File: src/rtl/det_stream_sched.sv
// ============================================================================
//  Module      : det_stream_sched
//  Description : Round-robin scheduler sharing one serial 1011 detector among
//                N word requesters; returns per-word hit counts tagged by id.
//  Revision    : 1.0 - initial release
// ============================================================================
`timescale 1ns/1ps
`default_nettype none

module det_stream_sched #(
    parameter  int N       = 4,
    parameter  int W       = 8,
    parameter  int DET_LAT = 1,
    localparam int IDW     = $clog2(N),
    localparam int CW      = $clog2(W + 1)
) (
    input  logic             clk,
    input  logic             rstn,
    input  logic [N-1:0]     req_valid,
    input  logic [N*W-1:0]   req_data,
    output logic [N-1:0]     req_ready,
    output logic             det_rstn,
    output logic             det_in,
    input  logic             det_out,
    output logic             rsp_valid,
    input  logic             rsp_ready,
    output logic [IDW-1:0]   rsp_id,
    output logic [CW-1:0]    rsp_count
);

    localparam int KW = $clog2(W + DET_LAT + 1);

    localparam logic [2:0] ST_IDLE  = 3'd0;
    localparam logic [2:0] ST_CLR   = 3'd1;
    localparam logic [2:0] ST_SHIFT = 3'd2;
    localparam logic [2:0] ST_DRAIN = 3'd3;
    localparam logic [2:0] ST_RESP  = 3'd4;

    logic [2:0]     state_q,    state_d;
    logic [IDW-1:0] ptr_q,      ptr_d;
    logic [IDW-1:0] id_q,       id_d;
    logic [W-1:0]   shreg_q,    shreg_d;
    logic [KW-1:0]  k_q,        k_d;
    logic [CW-1:0]  cnt_q,      cnt_d;
    logic           det_rstn_q, det_rstn_d;
    logic           det_in_q,   det_in_d;

    logic           grant_valid;
    logic [IDW-1:0] grant_idx;
    logic [IDW:0]   cand;
    logic [W-1:0]   grant_word;
    logic           accept;
    logic           sample_hit;

    // Search downward so the candidate closest to ptr+1 is written last and wins.
    always_comb begin
        grant_valid = 1'b0;
        grant_idx   = '0;
        cand        = '0;
        for (int i = N; i >= 1; i--) begin
            cand = {1'b0, ptr_q} + (IDW+1)'(i);
            if (cand >= (IDW+1)'(N)) begin
                cand = cand - (IDW+1)'(N);
            end
            if (req_valid[cand[IDW-1:0]]) begin
                grant_valid = 1'b1;
                grant_idx   = cand[IDW-1:0];
            end
        end
    end

    always_comb begin
        grant_word = '0;
        for (int i = 0; i < N; i++) begin
            if (grant_idx == IDW'(i)) begin
                grant_word = req_data[i*W +: W];
            end
        end
    end

    assign accept = rstn && (state_q == ST_IDLE) && grant_valid;

    always_comb begin
        req_ready = '0;
        if (accept) begin
            req_ready[grant_idx] = 1'b1;
        end
    end

    // Hits are valid once the first shifted bit has propagated through the detector.
    assign sample_hit = (k_q >= KW'(DET_LAT)) && det_out && (cnt_q != '1);

    always_comb begin
        state_d    = state_q;
        ptr_d      = ptr_q;
        id_d       = id_q;
        shreg_d    = shreg_q;
        k_d        = k_q;
        cnt_d      = cnt_q;
        det_rstn_d = det_rstn_q;
        det_in_d   = det_in_q;

        case (state_q)
            ST_IDLE: begin
                det_rstn_d = 1'b1;
                det_in_d   = 1'b0;
                if (accept) begin
                    state_d    = ST_CLR;
                    ptr_d      = grant_idx;
                    id_d       = grant_idx;
                    shreg_d    = grant_word;
                    cnt_d      = '0;
                    det_rstn_d = 1'b0;
                end
            end
            ST_CLR: begin
                state_d    = ST_SHIFT;
                det_rstn_d = 1'b1;
                det_in_d   = shreg_q[W-1];
                shreg_d    = shreg_q << 1;
                k_d        = '0;
            end
            ST_SHIFT: begin
                k_d = k_q + KW'(1);
                if (sample_hit) begin
                    cnt_d = cnt_q + CW'(1);
                end
                if (k_q == KW'(W - 1)) begin
                    state_d  = ST_DRAIN;
                    det_in_d = 1'b0;
                end else begin
                    det_in_d = shreg_q[W-1];
                    shreg_d  = shreg_q << 1;
                end
            end
            ST_DRAIN: begin
                k_d      = k_q + KW'(1);
                det_in_d = 1'b0;
                if (sample_hit) begin
                    cnt_d = cnt_q + CW'(1);
                end
                if (k_q == KW'(W + DET_LAT - 1)) begin
                    state_d = ST_RESP;
                end
            end
            ST_RESP: begin
                if (rsp_ready) begin
                    state_d = ST_IDLE;
                end
            end
            default: begin
                state_d = ST_IDLE;
            end
        endcase
    end

    always_ff @(posedge clk) begin
        if (!rstn) begin
            state_q    <= ST_IDLE;
            ptr_q      <= IDW'(N - 1);
            id_q       <= '0;
            shreg_q    <= '0;
            k_q        <= '0;
            cnt_q      <= '0;
            det_rstn_q <= 1'b0;
            det_in_q   <= 1'b0;
        end else begin
            state_q    <= state_d;
            ptr_q      <= ptr_d;
            id_q       <= id_d;
            shreg_q    <= shreg_d;
            k_q        <= k_d;
            cnt_q      <= cnt_d;
            det_rstn_q <= det_rstn_d;
            det_in_q   <= det_in_d;
        end
    end

    assign det_rstn  = det_rstn_q;
    assign det_in    = det_in_q;
    assign rsp_valid = (state_q == ST_RESP);
    assign rsp_id    = id_q;
    assign rsp_count = cnt_q;

endmodule

`default_nettype wire

File: config.mk
export PLATFORM = sky130hd
export DESIGN_NAME = det_stream_sched
export DESIGN_NICKNAME = d
export VERILOG_FILES = /design/src/rtl/det_stream_sched.sv
export SDC_FILE = /design/constraint.sdc
export NUM_CORES = 1
export LEC_CHECK = 0
export ABC_CLOCK_PERIOD_IN_PS = 3600
export CAP_MARGIN = 40
export CORE_ASPECT_RATIO = 1.75
export CORE_MARGIN = 5
export CORE_UTILIZATION = 45
export CTS_CLUSTER_SIZE = 8
export DETAILED_ROUTE_END_ITERATION = 10
export PLACE_DENSITY = 0.81
export REMOVE_ABC_BUFFERS = 1
export SYNTH_ARGS = -nofsm -noshare
export SYNTH_HDL_FRONTEND = slang
export SYNTH_SLANG_ARGS = --single-unit
File: constraint.sdc
create_clock -name clk -period 3.6 [get_ports clk]
set_clock_uncertainty 0.1 [all_clocks]
set_input_delay 0.9 -clock clk [delete_from_list [all_inputs] [get_ports clk]]
set_output_delay 0.9 -clock clk [all_outputs]
set_load 0.02 [all_outputs]
==> flow_summary.toml <==
[logic_synthesis]
synth_area_per_cell_um2 = 8.01
yosys.area.top_type = "dfxtp_1"
ys_seq_area_share_pct = 28.9
synthTopCellsByCount = "nor2_1 (26), dfxtp_1 (25), o21ai_0 (19), nand2_1 (15)"
ys.flop_type = "dfxtp_1"
synth_top_area_share_pct = 28.9
yosysMostFrequentCell = "nor2_1"
synth.distinct_cells = 52
synth.ff_latch_count = 25
syn_inst = 216
netlist_area_um2 = 1730
ys_async_sr_fraction_pct = 0
synth_warnings = 0
synth-edff-count = 0
yosys-top-cells-area = "dfxtp_1 (29%), nor2_1 (5.6%), o21ai_0 (5.5%), nor2b_1 (3.6%), nand2_1 (3.3%)"

[drt]
avgViaCountPerCell = 5.49
antenna_left = 0
vias = 1783
wl_per_cell_um = 14.6
drc_errors = 0
drtIter0Drc = 69
routed_wl_um = 4750
drt_first_pass_iters = 5

[clock_network]
cts.path.max_buffers = 2
htree_levels = 1
clock_sinks = 25
cts_buffers = 3
cts_root_buffer = "clkbuf_8"
cts-hold-fix-buffers = 0
post-cts-setup-buffers = 0
clk_pin_slew_ns = 0.09
clk_latency_ns = 0.27
cts_tree = "done"

[setup_path]
crit_type = "in2out"
end_kind = "output port"
cp.arrival_ns = 2.53
crit_required_ns = 2.60
crit_start = "req_valid[3]"
worstSetupEndpoint = "req_ready[0]"
r2r_setup_slack_ns = 1.53
r2r_start = "ptr_q[0]$_SDFFE_PN1P_"
critical_path.max_fanout = 3
start_kind = "input pin"
r2r_end = "shreg_q[5]$_SDFFE_PN0P_"
reg2reg_depth = 7

[timing]
holdWs_ns = 0.360
period_needed_ns = 3.53
finalSetupViolations = 0
worst_pin_slew_ns = 0.618
slew_headroom_pct = 58.2
maxSlewViolCount = 0
fmax_ghz = 0.283
post-route-period-util_pct = 98.1
rsz0062_at_grt = "false"
hold_viol_final = 0

[place]
place_inst = 321
hpwl_um = 3810
port_buffers = 52
gp_congestion = 0.866

[cells_and_area]
drive_above_1_share_pct = 13.6
antenna_cells = 0
syn2layout_area_growth_pct = 41.4
fin_cells = 325
finalNetCount = 324
fillCellCount = 318
final_util_pct = 66.7

[global_routing]
grtUsageTotal_pct = 17.8
grt_pass1_vias = 1740
grt_first_pass_wirelength_um = 7660
globalRoute.totalOverflow = 0
grt_max_degree = 22
antenna_found_initial = 0

[floorplan]
row_count = 29
num_io_pins = 53
start_util_pct = 47.2
coreArea_um2 = 3660
dieHeight_um = 92
die_w_um = 56.9
fp.dieArea_um2 = 5230

[job]
cap_violations = 0

[status]
status = "finished clean"

[min_path]
hp-class = "reg2reg"

[power_and_ir_drop]
peakVddDrop_mv = 0.212
power_density_nw_per_um2 = 330
p_leak_uw = 0.00101
## per-stage QoR
step	area [um^2]	setup TNS, ns	setup slack (ns)	power [uW]
after detailed placement	2380	-1.06	-0.306	642
after global routing	2440	0	0.000618	851
after CTS	2430	-0.201	-0.201	810
final	2440	0	0.0691	807
after global placement	2380	-0.708	-0.191	635
after floorplan	1680	0	0.554	507
## how the worst min path moves through the flow
stage / start / endpoint / slack [ns] / cells after the start
global route: shreg_q[6]$_SDFFE_PN0P_ / shreg_q[7]$_SDFFE_PN0P_ / 0.39 / 2
global placement: shreg_q[0]$_SDFFE_PN0P_ / shreg_q[0]$_SDFFE_PN0P_ / 0.34 / 2
detailed placement: shreg_q[0]$_SDFFE_PN0P_ / shreg_q[0]$_SDFFE_PN0P_ / 0.35 / 2
finish: shreg_q[0]$_SDFFE_PN0P_ / shreg_q[0]$_SDFFE_PN0P_ / 0.36 / 2
floorplan: shreg_q[0]$_SDFFE_PN0P_ / shreg_q[0]$_SDFFE_PN0P_ / 0.34 / 2
CTS: shreg_q[0]$_SDFFE_PN0P_ / shreg_q[0]$_SDFFE_PN0P_ / 0.36 / 2
## cell usage in the layout, fill, tap and decap left out, types with 4 or more instances in the layout
cell type	instances
a21oi_1	8
buf_4	16
clkdlybuf4s50_1	46
dfxtp_1	25
ha_1	4
inv_1	10
mux2i_1	5
nand2_1	15
nand2b_1	6
nand3_1	9
nor2_1	26
nor2b_1	10
o211a_1	4
o21ai_0	19
o21ai_1	7
## what timing repair did
item | 4_1_cts | 5_1_grt
hold endpoints to repair | 0 | 0
gates resized for setup | 4 | 9
endpoints found under the setup margin | 4 | 4
pin swaps | 0 | 2
## final cells by class
cell class	count	area [um^2]	area share, %
Multi-Input combinational cell	172	1160	47.5
Timing Repair Buffer	68	638	26.1
Sequential cell	25	500	20.5
Tap cell	46	57.6	2.35
Clock buffer	3	41.3	1.69
Inverter	10	37.5	1.54
Clock inverter	1	7.51	0.307
## where the power goes
group / leakage, uW / switching [uW] / total, uW / internal, uW
Combinational: 0.000785 / 151 / 310 / 160
Sequential: 0.000205 / 24.2 / 326 / 302
Clock: 0.0000217 / 92.3 / 171 / 78.4
Total: 0.00101 / 267 / 807 / 540
## cells by family (layout without fill, tap and decap cells)
logic type                 count (synthesis)  in the layout  share of synthesized area (%)
buffers and inverters                     19             82                           4.85
AOI/OAI and AO/OA                         65             65                           27.8
adders and majority gates                  4              4                           2.89
muxes                                     10             10                           6.15
and+or+nand+nor                           91             91                           28.4
xor gates and xnor gates                   2              2                           1.01
DFF                                       25             25                           28.9
## registers in the layout (all words and copies together) (netlist names)
| name | count |
|---|---|
| shreg_q | 8 |
| k_q | 4 |
| rsp_count | 4 |
| state_q | 3 |
| ptr_q | 2 |
| rsp_id | 2 |
| det_in | 1 |
| det_rstn | 1 |
## worst max-delay path, cell delays in order
cell             delay (ns)
clkdlybuf4s50_1        0.49
nor2b_4                0.17
or3b_4                 0.42
nand3_4                0.09
nand2_1                0.07
nor2_1                 0.08
clkdlybuf4s15_1        0.30
## routing by layer
metal / track usage, % / share of wire [%] / vias to the layer above
met2: 34.4 / 55 / 48
li1: - / - / 905
met3: 1.40 / 3.6 / 7
met4: 5.22 / 1.4 / 0
met5: 0 / 0 / -
met1: 20.2 / 40 / 823
No activity file was read; power rests on OpenSTA's default activity.
